[src/rtl/fp_addsub_sched.sv]
`default_nettype none
// =====================================================================
// fp_addsub_sched : round-robin, credit-based scheduler that shares one
// fixed-latency FP add/sub unit between P_NREQ requesters.   Rev 1.0
// =====================================================================
module fp_addsub_sched #(
   parameter int P_EXP   = 5,
   parameter int P_FRAC  = 10,
   parameter int P_WORD  = 1 + P_FRAC + P_EXP,
   parameter int P_NREQ  = 4,
   parameter int P_LAT   = 2,
   parameter int P_DEPTH = 6
) (
   input  logic                     clk,
   input  logic                     rst_n,
   input  logic [P_NREQ-1:0]        req_valid,
   output logic [P_NREQ-1:0]        req_ready,
   input  logic [P_NREQ-1:0]        req_op,
   input  logic [3*P_NREQ-1:0]      req_rnd,
   input  logic [P_WORD*P_NREQ-1:0] req_a,
   input  logic [P_WORD*P_NREQ-1:0] req_b,
   output logic                     u_valid,
   output logic                     u_op,
   output logic [2:0]               u_rnd,
   output logic [P_WORD-1:0]        u_a,
   output logic [P_WORD-1:0]        u_b,
   input  logic [P_WORD-1:0]        u_z,
   input  logic [7:0]               u_status,
   output logic [P_NREQ-1:0]        rsp_valid,
   input  logic [P_NREQ-1:0]        rsp_ready,
   output logic [P_WORD-1:0]        rsp_z,
   output logic [7:0]               rsp_status,
   output logic                     busy
);

   localparam int TAG_W = $clog2(P_NREQ);
   localparam int PTR_W = $clog2(P_DEPTH);
   localparam int CNT_W = $clog2(P_DEPTH + 1);
   localparam int OCC_W = $clog2(P_DEPTH + P_LAT + 2);

   logic [TAG_W-1:0]  rr_q, rr_d;
   logic              u_valid_q, u_valid_d;
   logic              u_op_q, u_op_d;
   logic [2:0]        u_rnd_q, u_rnd_d;
   logic [P_WORD-1:0] u_a_q, u_a_d, u_b_q, u_b_d;
   logic [TAG_W-1:0]  iss_tag_q, iss_tag_d;

   logic [PTR_W-1:0]  wr_ptr_q, wr_ptr_d, rd_ptr_q, rd_ptr_d;
   logic [CNT_W-1:0]  mem_cnt_q, mem_cnt_d;
   logic              out_valid_q, out_valid_d;
   logic [TAG_W-1:0]  out_tag_q, out_tag_d;
   logic [P_WORD-1:0] rsp_z_q, rsp_z_d;
   logic [7:0]        rsp_status_q, rsp_status_d;

   logic [TAG_W-1:0]  mem_tag_q [P_DEPTH];
   logic [P_WORD-1:0] mem_z_q   [P_DEPTH];
   logic [7:0]        mem_st_q  [P_DEPTH];

   logic              al_vld;
   logic [TAG_W-1:0]  al_tag;
   logic [OCC_W-1:0]  pipe_cnt;
   logic [OCC_W-1:0]  occ;
   logic              credit;
   logic [P_NREQ-1:0] grant;
   logic [TAG_W-1:0]  gnt_tag;
   logic              accept;
   logic              push, pop, load, fifo_full;

   function automatic logic [PTR_W-1:0] ptr_inc(input logic [PTR_W-1:0] p);
      return (p == PTR_W'(P_DEPTH - 1)) ? '0 : p + PTR_W'(1);
   endfunction

   // Every accepted operation holds one credit until its response is popped.
   assign occ    = OCC_W'(u_valid_q) + pipe_cnt + OCC_W'(mem_cnt_q) + OCC_W'(out_valid_q);
   assign credit = rst_n && (occ < OCC_W'(P_DEPTH));
   assign busy   = (occ != '0);

   always_comb begin
      grant   = '0;
      gnt_tag = '0;
      for (int i = 0; i < P_NREQ; i++) begin
         if (credit && grant == '0 && req_valid[i] && TAG_W'(i) > rr_q) begin
            grant[i] = 1'b1;
            gnt_tag  = TAG_W'(i);
         end
      end
      for (int i = 0; i < P_NREQ; i++) begin
         if (credit && grant == '0 && req_valid[i]) begin
            grant[i] = 1'b1;
            gnt_tag  = TAG_W'(i);
         end
      end
   end

   assign req_ready = grant;
   assign accept    = (grant != '0);

   always_comb begin
      rr_d      = accept ? gnt_tag : rr_q;
      u_valid_d = accept;
      u_op_d    = u_op_q;
      u_rnd_d   = u_rnd_q;
      u_a_d     = u_a_q;
      u_b_d     = u_b_q;
      iss_tag_d = accept ? gnt_tag : iss_tag_q;
      for (int i = 0; i < P_NREQ; i++) begin
         if (grant[i]) begin
            u_op_d  = req_op[i];
            u_rnd_d = req_rnd[3*i +: 3];
            u_a_d   = req_a[P_WORD*i +: P_WORD];
            u_b_d   = req_b[P_WORD*i +: P_WORD];
         end
      end
   end

   generate
      if (P_LAT == 0) begin : g_lat0
         assign al_vld   = u_valid_q;
         assign al_tag   = iss_tag_q;
         assign pipe_cnt = '0;
      end else begin : g_pipe
         logic [P_LAT-1:0]            vld_q, vld_d;
         logic [P_LAT-1:0][TAG_W-1:0] tag_q, tag_d;
         logic [OCC_W-1:0]            cnt;

         always_comb begin
            vld_d[0] = u_valid_q;
            tag_d[0] = iss_tag_q;
            for (int k = 1; k < P_LAT; k++) begin
               vld_d[k] = vld_q[k-1];
               tag_d[k] = tag_q[k-1];
            end
            cnt = '0;
            for (int k = 0; k < P_LAT; k++) begin
               cnt = cnt + OCC_W'(vld_q[k]);
            end
         end

         always_ff @(posedge clk or negedge rst_n) begin
            if (!rst_n) begin
               vld_q <= '0;
               tag_q <= '0;
            end else begin
               vld_q <= vld_d;
               tag_q <= tag_d;
            end
         end

         assign al_vld   = vld_q[P_LAT-1];
         assign al_tag   = tag_q[P_LAT-1];
         assign pipe_cnt = cnt;
      end
   endgenerate

   // Head entry lives in a registered output stage, refilled on the pop edge.
   assign push      = al_vld;
   assign pop       = out_valid_q && rsp_ready[out_tag_q];
   assign load      = (mem_cnt_q != '0) && (!out_valid_q || pop);
   assign fifo_full = (OCC_W'(mem_cnt_q) + OCC_W'(out_valid_q)) >= OCC_W'(P_DEPTH);

   always_comb begin
      wr_ptr_d     = push ? ptr_inc(wr_ptr_q) : wr_ptr_q;
      rd_ptr_d     = load ? ptr_inc(rd_ptr_q) : rd_ptr_q;
      mem_cnt_d    = mem_cnt_q + CNT_W'(push) - CNT_W'(load);
      out_valid_d  = out_valid_q;
      out_tag_d    = out_tag_q;
      rsp_z_d      = rsp_z_q;
      rsp_status_d = rsp_status_q;
      if (load) begin
         out_valid_d  = 1'b1;
         out_tag_d    = mem_tag_q[rd_ptr_q];
         rsp_z_d      = mem_z_q[rd_ptr_q];
         rsp_status_d = mem_st_q[rd_ptr_q];
      end else if (pop) begin
         out_valid_d  = 1'b0;
      end
   end

   always_ff @(posedge clk) begin
      if (push) begin
         mem_tag_q[wr_ptr_q] <= al_tag;
         mem_z_q[wr_ptr_q]   <= u_z;
         mem_st_q[wr_ptr_q]  <= u_status;
      end
   end

   always_ff @(posedge clk or negedge rst_n) begin
      if (!rst_n) begin
         rr_q         <= TAG_W'(P_NREQ - 1);
         u_valid_q    <= 1'b0;
         u_op_q       <= 1'b0;
         u_rnd_q      <= '0;
         u_a_q        <= '0;
         u_b_q        <= '0;
         iss_tag_q    <= '0;
         wr_ptr_q     <= '0;
         rd_ptr_q     <= '0;
         mem_cnt_q    <= '0;
         out_valid_q  <= 1'b0;
         out_tag_q    <= '0;
         rsp_z_q      <= '0;
         rsp_status_q <= '0;
      end else begin
         rr_q         <= rr_d;
         u_valid_q    <= u_valid_d;
         u_op_q       <= u_op_d;
         u_rnd_q      <= u_rnd_d;
         u_a_q        <= u_a_d;
         u_b_q        <= u_b_d;
         iss_tag_q    <= iss_tag_d;
         wr_ptr_q     <= wr_ptr_d;
         rd_ptr_q     <= rd_ptr_d;
         mem_cnt_q    <= mem_cnt_d;
         out_valid_q  <= out_valid_d;
         out_tag_q    <= out_tag_d;
         rsp_z_q      <= rsp_z_d;
         rsp_status_q <= rsp_status_d;
      end
   end

   always_comb begin
      rsp_valid = '0;
      if (out_valid_q) rsp_valid[out_tag_q] = 1'b1;
   end

   assign u_valid    = u_valid_q;
   assign u_op       = u_op_q;
   assign u_rnd      = u_rnd_q;
   assign u_a        = u_a_q;
   assign u_b        = u_b_q;
   assign rsp_z      = rsp_z_q;
   assign rsp_status = rsp_status_q;

   a_no_overflow: assert property (@(posedge clk) disable iff (!rst_n) !(push && fifo_full));

endmodule
`default_nettype wire

[config.mk]
export PLATFORM = sky130hd
export DESIGN_NAME = fp_addsub_sched
export DESIGN_NICKNAME = d
export VERILOG_FILES = /design/src/rtl/fp_addsub_sched.sv
export SDC_FILE = /design/constraint.sdc
export NUM_CORES = 1
export LEC_CHECK = 0
export BUFFER_PORTS_ARGS = -buffer_cell sky130_fd_sc_hd__buf_2
export CAP_MARGIN = 20
export CORE_MARGIN = 4
export CORE_UTILIZATION = 30
export CTS_CLUSTER_DIAMETER = 40
export DETAILED_ROUTE_END_ITERATION = 8
export HOLD_SLACK_MARGIN = 0.02
export PLACE_DENSITY = 0.51
export SETUP_SLACK_MARGIN = 0.2
export SLEW_MARGIN = 20
export SYNTH_ARGS = -nofsm -noshare
export SYNTH_HDL_FRONTEND = slang
export SYNTH_SLANG_ARGS = --single-unit
export TNS_END_PERCENT = 1
[constraint.sdc]
create_clock -name clk -period 6.7 [get_ports clk]
set_input_delay 0.67 -clock clk [delete_from_list [all_inputs] [get_ports clk]]
set_output_delay 0.67 -clock clk [all_outputs]
set_load 0.05 [all_outputs]
# == After elaboration in Yosys (flattened, before gate mapping) ==
# Memories as Yosys holds them, arrays and structs flattened. A register that Yosys moved wholly into a read port is not among the register bits.
# Cells that the tools add are included.
# word_totals
register_bits,57
ramBits,156
inputBits,178
out_inout_bits,70
elab_cells,115
mem_count,3
# op_classes
addsub,8
order_cmp,7
eq_ne,2
mux,42
bitwise,1
reduce_logical,38
# mem_list
memory,depth,word_bits,rd,rd_ports_with_merged_regs,write_ports,line,text
mem_z_q,6,16,1,1,1,56,logic [P_WORD-1:0] mem_z_q [P_DEPTH];
mem_st_q,6,8,1,1,1,57,logic [7:0] mem_st_q [P_DEPTH];
mem_tag_q,6,2,1,1,1,55,logic [TAG_W-1:0] mem_tag_q [P_DEPTH];
# op_table
cell,n
$mux W16,8
$logic_and A1 B1 Y1,23
$mux W1,19
$mux W3,6
$logic_not A4 Y1,4
$mux W2,6
$reduce_bool A4 Y1,2
$add A3 B1 Y3 const B,2
$eq A3 B3 Y1 const B,2
$add A1 B4 Y4,1
$add A4 B1 Y4,1
$add A4 B3 Y4,1
$gt A1 B2 Y1 const A,2
$gt A2 B2 Y1 const A,2
$logic_not A1 Y1,4
$lt A4 B3 Y1 const B,1
$mux W4,1
$add A3 B1 Y3,1
$logic_not A3 Y1,1
$lt A2 B3 Y1 const B,1
$reduce_bool A3 Y1,1
$sub A3 B1 Y3,1
$add A1 B1 Y2,1
$bmux W1 S2,1
other kinds (6),6

# == Depth between registers and ports, before layout ==
# Gate-level depths: netlist of run 1.
# logic_depth
ltp_word,41
ltp_mapped,13
mapped_depth_nobuf,11

# == Worst setup path before layout of run 1 ==
# OpenSTA, ideal clock, no wires.
# synth_timing
path_kind,reg-to-output
startpoint,reg g_pipe.vld_q[1]
endpoint,out req_ready[3]
arrival_time_ns,3.361
t_required_ns,6.030
path_slack_ns,2.669
path_stages_with_launch,12
n_path_buf,2
path_cell_list,dfrtp_1 -> ha_1 -> fa_1 -> ha_1 -> inv_1 -> fa_1 -> xor2_1 -> o21ai_1 -> or2_2 -> clkbuf_1 -> clkbuf_1 -> nor2b_1
# synth_via
elab_chain_len,40
# synth_lines
element,line,text
"start, declared",122,"logic [P_LAT-1:0] vld_q, vld_d;"
"start signal, assigned",144,vld_q <= vld_d;
$add A1 B1 Y2 *,135,cnt = cnt + OCC_W'(vld_q[k]);
$add A1 B4 Y4 *,74,assign occ = OCC_W'(u_valid_q) + pipe_cnt + OCC_W'(mem_cnt_q) + OCC_W'(out_valid_q);
$add A4 B3 Y4 *,74,
$add A4 B1 Y4 *,74,
$lt A4 B3 Y1 *,75,assign credit = rst_n && (occ < OCC_W'(P_DEPTH));
$logic_and A1 B1 Y1 *,75,
$logic_and A1 B1 Y1 (2 in series),82,if (credit && grant == '0 && req_valid[i] && TAG_W'(i) > rr_q) begin
$mux W1,82,
[... 20 more ...],--,
$logic_and A1 B1 Y1 (2 in series),88,if (credit && grant == '0 && req_valid[i]) begin
$mux W1,88,
$logic_not A4 Y1,88,
$logic_and A1 B1 Y1 (2 in series),88,
$mux W1,88,
$logic_not A4 Y1,88,
$logic_and A1 B1 Y1 (2 in series),88,
$mux W1 *,88,
"end, declared",17,"output logic [P_NREQ-1:0] req_ready,"
# Mark *: on every way between the ends. The rest lies on a longest branch, timed or not.

# == Final worst setup path of run 1 ==
# layout_timing
startpoint,reg g_pipe.vld_q[1]
endpoint,out req_ready[2]
# layout_via
elab_chain_len,36
# layout_lines
element,line
$add A1 B1 Y2 *,135
$add A1 B4 Y4 *,74
$add A4 B3 Y4 *,74
$add A4 B1 Y4 *,74
$lt A4 B3 Y1 *,75
$logic_and A1 B1 Y1 *,75
$logic_and A1 B1 Y1 (2 in series),82
$mux W1,82
[... 16 more ...],--
$logic_and A1 B1 Y1 (2 in series),88
$mux W1,88
$logic_not A4 Y1,88
$logic_and A1 B1 Y1 (2 in series),88
$mux W1,88
$logic_not A4 Y1,88
$logic_and A1 B1 Y1 (2 in series),88
$mux W1 *,88
# Marked as above.

==> results.cfg, run 1 <==
[clock_network]
root_buffer = clkbuf_16
cts_tree = done
cts_setup_buffers = 0
cts_sinks = 239
path_clk_slew_ns = 0.05
cts_buffers = 39
htree_levels = 2
cts_resized = 0
hold_buffers = 0
clk_latency_ns = 0.52
cts_buffer_depth = 3

[grt]
first_global_vias = 8086
grt_first_pass_wirelength_um = 48000
grt_max_degree = 76
antenna_found_initial = 4
grt_remaining_overflow = 0
grt_util_all_layers_pct = 15.9

[synthesis]
ys_types = 46
syn_inst = 807
ys.flop_type = edfxtp_1
synth_area_um2 = 10500
ys_ff_latch = 239
yosysSeqAreaShare_pct = 64.2
ys_async_sr_fraction_pct = 34.7
synth_most_common_cell = edfxtp_1
synth.avg_cell_area_um2 = 13.1
yosys-top-cells-area = edfxtp_1 (44%), dfrtp_1 (19%), mux4_2 (5.8%)
synth_top_area_cell = edfxtp_1
synthTopCellsByCount = edfxtp_1 (156), dfrtp_1 (81), nand2_1 (62), nor2_1 (62), o21ai_0 (55)
yosysWarnings = 0
synthesis.nets = 995
synth_top_cell_area_share_pct = 44.5
synth_edf_count = 156

[placement]
globalplace.congestion = 0.824
port_buffers = 247
place_hpwl_um = 19800

[drt]
dr.pass1.iters = 5
postRouteAntennaNets = 0
num_vias = 7696
drcViolationCount = 0
wl_per_cell_um = 20.1
via_per_inst = 5.01
drt_iter0_drc = 405
wl_um = 30800

[final_layout]
nets = 1235
drive_gt1_share_pct = 36.8
nFillCells = 3373
area_growth_pct = 28.5

[sta]
drv_slew = 0
timing.final.hold_violations = 0
setup_viol = 0
clock_skew_ns = 0.0295
max_freq_ghz = 0.228
worstMarginPinSlew_ns = 0.988
tns_ns = 0
finalCritPeriodShare_pct = 65.6
min_period_ns = 4.39
slew_headroom_pct = 34.1
grt_setup_unrepaired = false
worst_hold_slack_ns = 0.0624

[critical_path]
path_class = reg2out
worstPathArrival_ns = 3.72
cp-end-kind = output pin
path_max_fanout = 44
crit_required_ns = 6.03
cp-start-kind = register

[power]
power_density_nw_per_um2 = 605
power.static_leakage_nw = 5.39
irDropWorstVdd_uv = 450

[floorplanning]
die_area_um2 = 38200
core_area_um2 = 34600
initial_core_util_pct = 30.4
fp.dieW_um = 195
io_pins = 248
dieHeight_um = 195
core.rowCount = 68

[job]
drv_cap = 0

[status]
status = finished, final reports clean

[min_path]
hold_class = in2async
==> metrics by stage <==
step           util [%]  instances  instance area, um^2  total power, mW  setup slack (ns)
6_report           39.1       1535                13500             8.19              2.31
5_1_grt            39.1       1534                13500             8.78              2.02
4_1_cts            39.1       1533                13500             8.33              2.24
3_5_place_dp       35.4       1461                12200             6.35              2.59
3_3_place_gp       35.4       1461                12200             6.29              2.74
2_1_floorplan         -        807                10500             5.29              2.67
==> cell type report <==
type | count | area, um^2 | share of cell area, %
Timing Repair Buffer | 265 | 1370 | 10.2
Sequential cell | 239 | 6770 | 50.0
Clock buffer | 46 | 1000 | 7.41
Inverter | 48 | 180 | 1.33
Tap cell | 455 | 569 | 4.21
Multi-Input combinational cell | 454 | 3350 | 24.8
Clock inverter | 26 | 284 | 2.10
Antenna cell | 2 | 5.00 | 0.0370
==> sequential cells by signal, summed over array words and instances, names as in the netlist, 3 cells and up <==
register    count
u_a            16
mem_z_q        96
mem_st_q       48
rsp_z          16
u_b            16
rd_ptr_q        3
mem_cnt_q       3
wr_ptr_q        3
u_rnd           3
mem_tag_q      12
rsp_status      8
==> critical path, stage by stage, from the launching register on <==
cell and delay, ns:
dfrtp_1 0.43, ha_1 0.30, fa_1 0.49, ha_1 0.16, inv_1 0.05, fa_1 0.37
xor2_1 0.16, o21ai_1 0.28, or2_2 0.17, buf_4 0.43, nor2_1 0.12, buf_2 0.24
==> per-layer routing <==
layer	up-vias	GRT usage (%)	part of all wire [%]
met5	-	0	0.15
li1	3555	-	-
met3	61	4.80	8.6
met1	3739	20.3	40
met4	6	4.71	2.8
met2	335	26.3	48
==> placed cells by master, fill, tap and decap left out, types with 4 or more instances in the layout <==
cell type  Yosys  final
mux4_2        27     27
edfxtp_1     156    156
ha_1           7      7
clkbuf_16      0     39
buf_2         13    246
clkinv_2       0      5
o22ai_2        4      4
o21ai_0       55     54
inv_1         46     46
o22ai_1       34     34
clkinv_4       0      4
a41oi_1       36     36
dfrtp_1       81     79
inv_6          0      7
nand2_1       62     62
mux2i_1       26     26
o221ai_1      37     37
buf_4          1     19
a21oi_1       39     39
nor2b_1        4      4
clkbuf_1      42      7
nor2_2        20     20
nor2_1        62     61
==> report_power, final <==
| group | internal (mW) | switching (mW) | leakage (nW) | total [mW] |
|---|---|---|---|---|
| sequential | 2.03 | 0.309 | 2.38 | 2.34 |
| clock | 1.21 | 0.727 | 0.622 | 1.94 |
| combinational | 1.25 | 2.67 | 2.39 | 3.92 |
| total | 4.49 | 3.71 | 5.39 | 8.19 |
==> cells by family (layout without fill, tap and decap cells) <==
group / count (synthesis) / after routing / share of synthesized area, %
flip-flops: 239 / 239 / 64.2
AO/OA/AOI/OAI: 215 / 215 / 13.7
AND/OR/NAND/NOR: 169 / 169 / 7.32
buffers and inverters: 114 / 385 / 4.47
multiplexers: 55 / 55 / 8.46
adder cells (fa/ha/maj): 10 / 10 / 1.40
XOR/XNOR: 5 / 5 / 0.416
other: 0 / 2 / 0
==> worst paths after layout <==
check	start	endpoint	slack [ns]	depth (start not counted)
hold reg to reg	g_pipe.tag_d[2]	al_tag[0]	0.35	0
setup reg to reg	g_pipe.vld_q[1]	u_b[6]	2.63	12
min in group clk	g_pipe.tag_d[2]	al_tag[0]	0.35	0
hold / removal	rst_n	rsp_z[6]	0.06	1
max in group asynchronous	rst_n	rd_ptr_q[0]	5.30	2
setup / recovery	g_pipe.vld_q[1]	req_ready[2]	2.31	11
Note: power is estimated with default switching activity, not from simulation.
==> run 2, diff against run 1 <==
--- a/config.mk
+++ b/config.mk
@@ -5,6 +5,7 @@
 export SDC_FILE = /design/constraint.sdc
 export NUM_CORES = 1
 export LEC_CHECK = 0
+export ABC_AREA = 1
 export BUFFER_PORTS_ARGS = -buffer_cell sky130_fd_sc_hd__buf_2
 export CAP_MARGIN = 20
 export CORE_MARGIN = 4
@@ -12,7 +13,7 @@
 export CTS_CLUSTER_DIAMETER = 40
 export DETAILED_ROUTE_END_ITERATION = 8
 export HOLD_SLACK_MARGIN = 0.02
-export PLACE_DENSITY = 0.51
+export PLACE_DENSITY = 0.52
 export SETUP_SLACK_MARGIN = 0.2
 export SLEW_MARGIN = 20
 export SYNTH_ARGS = -nofsm -noshare
==> constraint.sdc (replaced) <==
create_clock -name clk -period 3.7 [get_ports clk]
set_input_delay 0.37 -clock clk [delete_from_list [all_inputs] [get_ports clk]]
set_output_delay 0.37 -clock clk [all_outputs]
set_load 0.05 [all_outputs]
==> run 2 against run 1 <==
Compared with the run above:
- the flow now finishes with violations (setup timing)
- highest routed layer unchanged
- register-to-register slack got worse by 2.6 ns
- via count rose by 16%
- clock skew fell by 0.011 ns
- final cell count rose by 28%
- first-iteration DRC count fell by 9.4%
- critical endpoint is now req_ready[1]
- design area rose by 6.2%
- die area rose by 5.6%
- synthesized area rose by 5.8%
==> results.cfg, run 2 <==
[min_path]
worstHoldStart = u_z[13]
hold_path_depth = 1
hold_class = in2reg
hold_end = mem_z_q[3][13]

[synthesis]
ys_types = 37
ys.flop_type = edfxtp_1
yosysWarnings = 0
synth_most_common_cell = nand2_1
ys_async_sr_fraction_pct = 34.7
synth_top_cell_area_share_pct = 42.0
synthesis.nets = 1395
synth_top_area_cell = edfxtp_1
syn_inst = 1207
synth_area_um2 = 11100
ys_ff_latch = 239
yosysSeqAreaShare_pct = 60.7
synth_edf_count = 156
synth.avg_cell_area_um2 = 9.24
yosys-top-cells-area = edfxtp_1 (42%), dfrtp_1 (18%), nand2_1 (13%)
synthTopCellsByCount = nand2_1 (374), nand3_1 (180), edfxtp_1 (156)

[clock_network]
path_clk_slew_ns = 0.06
cts_sinks = 239
clk_latency_ns = 0.51
htree_levels = 2
cts_buffers = 38
cts_buffer_depth = 3
cts_tree = done
root_buffer = clkbuf_16

[grt]
first_global_vias = 9119
antenna_found_initial = 2
grt_util_all_layers_pct = 14.9
grt_max_degree = 62
grt_remaining_overflow = 0
grt_first_pass_wirelength_um = 49200

[drt]
wl_per_cell_um = 15.7
drcViolationCount = 0
wl_met2_um = 15600
wl_um = 30700
dr.pass1.iters = 4
num_vias = 8924
drt_iter0_drc = 367
via_per_inst = 4.56
postRouteAntennaNets = 0
routed.top_layer = met5
wl_met3_um = 2090
wl_met1_um = 12500

[final_layout]
nFillCells = 3729
final_common_cell = nand2_1
register_area_um2 = 6770
nets = 1649
final_core_util_pct = 39.3
drive_gt1_share_pct = 26.1
largest_reg_flops = 96
design_area_um2 = 14400
reg.largest.list = mem_z_q x96, mem_st_q x48
multi_input_area_um2 = 3730
area_growth_pct = 29.0
antenna_cells = 0
stdcell_count = 1958
most-common-layout-cells = nand2_1 (373), buf_2 (241), nand3_1 (178)
top_register = mem_z_q

[job]
drv_cap = 0

[placement]
globalplace.congestion = 0.798
port_buffers = 247
place_hpwl_um = 20600
dp_cells = 1880
postPlaceCellArea_um2 = 13000

[critical_path]
worstReg2RegStart = g_pipe.vld_q[0]
r2r_end = u_a[2]
cp-end-kind = output pin
crit_required_ns = 3.33
cp-start-kind = register
path_class = reg2out
r2r_setup_slack_ns = 0.08
worstPathArrival_ns = 3.43
reg2reg_depth = 20
path_max_fanout = 6

[floorplanning]
fp.dieW_um = 201
io_pins = 248
die_area_um2 = 40300
core_area_um2 = 36600
dieHeight_um = 201
initial_core_util_pct = 30.5
core.rowCount = 70

[sta]
grt_setup_unrepaired = true
finalCritPeriodShare_pct = 103
clock_skew_ns = 0.0186
drv_slew = 0
slew_headroom_pct = 30.2
worst_hold_slack_ns = 0.108
finalWorstSetupSlack_ns = -0.0953
worstMarginPinSlew_ns = 1.04
max_freq_ghz = 0.263
setup_viol = 3
timing.final.hold_violations = 0
min_period_ns = 3.80

[status]
violations = setup timing
status = finished, violations left
## run 2: cell count changes in the layout (fill, tap and decap cells not counted), moves of 18 or more
cell,previous run,this run
nand2_1,62,373
nand3_1,2,178
inv_1,46,91
o221ai_1,37,0
a41oi_1,36,0
o22ai_1,34,0
mux4_2,27,0
mux2i_1,26,0
a31oi_1,1,26
nor2_1,61,83
nor2_2,20,2
## run 2: how the worst max path moves through the flow
stage,cells after the start,startpoint,endpoint
5_1_grt,15,g_pipe.vld_q[0],req_ready[3]
6_report,15,g_pipe.vld_q[0],req_ready[1]
4_1_cts,15,g_pipe.vld_q[1],req_ready[3]
3_3_place_gp,22,g_pipe.vld_q[0],u_a[4]
2_1_floorplan,15,u_valid,req_ready[3]
3_5_place_dp,22,g_pipe.vld_q[1],u_a[5]
## run 2: repair_timing
item,4_1_cts,5_1_grt
resized for setup,16,14
buffers inserted,6,1
hold buffers,2,0
hold endpoints to repair,22,0
pin swaps,6,11
setup endpoints to repair,41,46
## run 2: critical path, stage by stage, from the launching register on
cell and delay, ns:
dfrtp_1 0.37, ha_1 0.31, fa_1 0.49, ha_2 0.18
inv_2 0.04, fa_1 0.51, inv_2 0.04, nand3_2 0.08
nand2_4 0.07, nor2_8 0.14, o211ai_2 0.10, buf_4 0.15
nand3_4 0.07, nand2_2 0.08, buf_12 0.13, buf_8 0.14
## run 2: cells by family (layout without fill, tap and decap cells)
group                      after synthesis  after routing  share of synthesized area (%)
xor gates and xnor gates                 2              2                          0.157
buffers and inverters                  170            453                           6.48
DFF                                    239            239                           60.7
and+or+nand+nor                        667            667                           25.5
adders and majority gates               10             10                           1.32
AOI/OAI and AO/OA                      119            119                           5.90
## run 2: per-layer routing
layer | global-route usage [%] | vias up
li1 | - | 4526
met1 | 17.7 | 4077
met2 | 27.3 | 276
met3 | 3.99 | 43
met4 | 3.27 | 2
met5 | 0 | -
## run 2: cell type report
| cell class | count | share of cell area [%] |
|---|---|---|
| clock inverters | 28 | 1.77 |
| flip-flops and latches | 239 | 47.1 |
| multi-input cells | 798 | 26.0 |
| well taps | 468 | 4.07 |
| repair buffers | 286 | 11.7 |
| inverters | 98 | 2.56 |
| clock buffers | 41 | 6.91 |
## run 2: per-stage QoR
step	worst slack (ns)	setup TNS [ns]
after floorplan	0.323	0
after global placement	0.217	0
after detailed placement	0.153	0
after CTS	-0.194	-0.509
after global routing	-0.305	-5.45
final	-0.0953	-0.258
Power of run 2 is left out: the tool's default activity adds up to more than one toggle a clock period on the data nets, which glitch-free logic cannot reach.
==> run 3, diff against run 2 <==
--- a/config.mk
+++ b/config.mk
@@ -14,6 +14,7 @@
 export DETAILED_ROUTE_END_ITERATION = 8
 export HOLD_SLACK_MARGIN = 0.02
 export PLACE_DENSITY = 0.52
+export RECOVER_POWER = 25
 export SETUP_SLACK_MARGIN = 0.2
 export SLEW_MARGIN = 20
 export SYNTH_ARGS = -nofsm -noshare
==> run 3 against run 2 <==
Compared with the run above:
- the flow still finishes with violations (setup timing)
- routed wire length is the same
- maximum frequency barely moved
- sequential cell count unchanged
- critical path depth is the same
- die area is the same
- design area fell by 0.20%
- non-clock buffer count unchanged
- final cell count is the same
==> results.cfg, run 3 (synthesized netlist as in run 2, its figures left out) <==
[status]
status = finished, violations left
violations = setup timing

[critical_path]
path_delay_family = adder cells
cp-start-kind = register
worstReg2RegStart = g_pipe.vld_q[0]
crit_end = req_ready[1]
crit_required_ns = 3.33
worstPathArrival_ns = 3.42
critPathSlowestCell = fa_1
reg2reg_depth = 20
crit_start = g_pipe.vld_q[0]
path_max_fanout = 6
r2r_end = u_a[2]
crit_buf_inv = 5
crit_chain = ha_1 > fa_1 > ha_2 > inv_2 > fa_1 > inv_2 > nand3_2 > nand2_4 > nor2_8 > o211ai_2 > buf_4 > nand3_4 > nand2_2 > buf_12 > buf_8
cp-end-kind = output pin
cp.depth = 15
path_class = reg2out
slowest_delay_ns = 0.51
r2r_setup_slack_ns = 0.08

[floorplanning]
io_pins = 248
initial_core_util_pct = 30.5
core_area_um2 = 36600
die_area_um2 = 40300
dieHeight_um = 201
fp.dieW_um = 201
core.rowCount = 70

[sta]
min_period_ns = 3.79
worstMarginPinSlew_ns = 1.05
setup_viol = 3
finalWorstSetupSlack_ns = -0.0941
max_freq_ghz = 0.264
timing.final.hold_violations = 0
clock_skew_ns = 0.0185
grt_setup_unrepaired = true
drv_slew = 0
slew_headroom_pct = 29.5
worst_hold_slack_ns = 0.143
tns_ns = -0.255
finalCritPeriodShare_pct = 103

[drt]
wl_met2_um = 15500
dr.pass1.iters = 4
routed.top_layer = met5
postRouteAntennaNets = 0
num_vias = 8926
wl_per_cell_um = 15.7
drt_iter0_drc = 370
wl_met3_um = 2090
via_per_inst = 4.56
wl_met1_um = 12500
drcViolationCount = 0
wl_um = 30700

[grt]
grt_remaining_overflow = 0
antenna_found_initial = 2
grt_max_degree = 62
grt_util_all_layers_pct = 14.9
grt_first_pass_wirelength_um = 49200
first_global_vias = 9119

[job]
drv_cap = 0

[final_layout]
nets = 1649
area_growth_pct = 28.7
final_common_cell = nand2_1
largest_reg_flops = 96
top_register = mem_z_q
antenna_cells = 0
reg.largest.list = mem_z_q x96, mem_st_q x48
most-common-layout-cells = nand2_1 (373), buf_2 (218), nand3_1 (178)
stdcell_count = 1958
drive_gt1_share_pct = 24.6

[placement]
port_buffers = 247
place_hpwl_um = 20600
dp_cells = 1880
globalplace.congestion = 0.798

[clock_network]
htree_levels = 2
cts_buffers = 38
cts_tree = done
cts_buffer_depth = 3
cts_sinks = 239
root_buffer = clkbuf_16
path_clk_slew_ns = 0.05
clk_latency_ns = 0.51

[min_path]
hold_class = in2reg
hold_path_depth = 1
==> run 3: cell count changes in the layout (fill, tap and decap cells not counted) <==
cell / before / now
buf_2: 241 / 218
clkbuf_1: 1 / 24
==> run 3: worst reg2reg max path: stages, from the launching register on <==
cell and delay [ns]:
dfrtp_1 0.37, ha_1 0.31, fa_1 0.49, ha_2 0.18, inv_2 0.04, fa_1 0.51
inv_2 0.04, nand3_2 0.08, nand2_4 0.07, nor2_8 0.14, nand4_4 0.10, nand4_1 0.13
nor2_2 0.06, nand2_1 0.14, nand2_4 0.08, buf_4 0.19, nor2_4 0.17, nand2_4 0.11
buf_12 0.17, nand2_1 0.08, nand2_1 0.05
==> run 3: final cells by class <==
type / instances / area, um^2
well taps: 468 / 586
clock inverters: 28 / 254
repair buffers: 286 / 1650
inverters: 98 / 368
flip-flops and latches: 239 / 6770
multi-input cells: 798 / 3730
fillers: 3744 / 22300
clock buffers: 41 / 993
==> run 3: how the worst min path moves through the flow <==
stage | end | startpoint | slack [ns]
after floorplan | al_tag[0] | rst_n | 0.07
after global placement | al_tag[1] | g_pipe.tag_d[3] | 0.33
after detailed placement | al_tag[0] | g_pipe.tag_d[2] | 0.34
after CTS | mem_st_q[3][0] | u_status[0] | 0.09
after global routing | mem_st_q[0][4] | u_status[4] | 0.14
final | mem_st_q[5][4] | u_status[4] | 0.14
==> run 3: layer usage <==
layer / track usage, % / up-vias
met5: 0 / -
met4: 3.27 / 2
met3: 3.99 / 44
met2: 27.3 / 273
met1: 17.7 / 4081
li1: - / 4526
==> run 3: stage by stage <==
step	util (%)	setup slack, ns	area, um^2
2_1_floorplan	-	0.323	11100
3_3_place_gp	35.4	0.217	13000
3_5_place_dp	35.4	0.153	13000
4_1_cts	39.2	-0.194	14300
5_1_grt	39.2	-0.305	14400
6_report	39.2	-0.0941	14400
==> run 3: timing repair <==
action                     4_1_cts  5_1_grt
hold buffers                     2        0
setup endpoints to repair       41       46
resized for setup               16       14
buffers inserted                 6        1
hold endpoints to repair        22        0
pin swaps                        6       11
Power of run 3 is left out for the same reason.
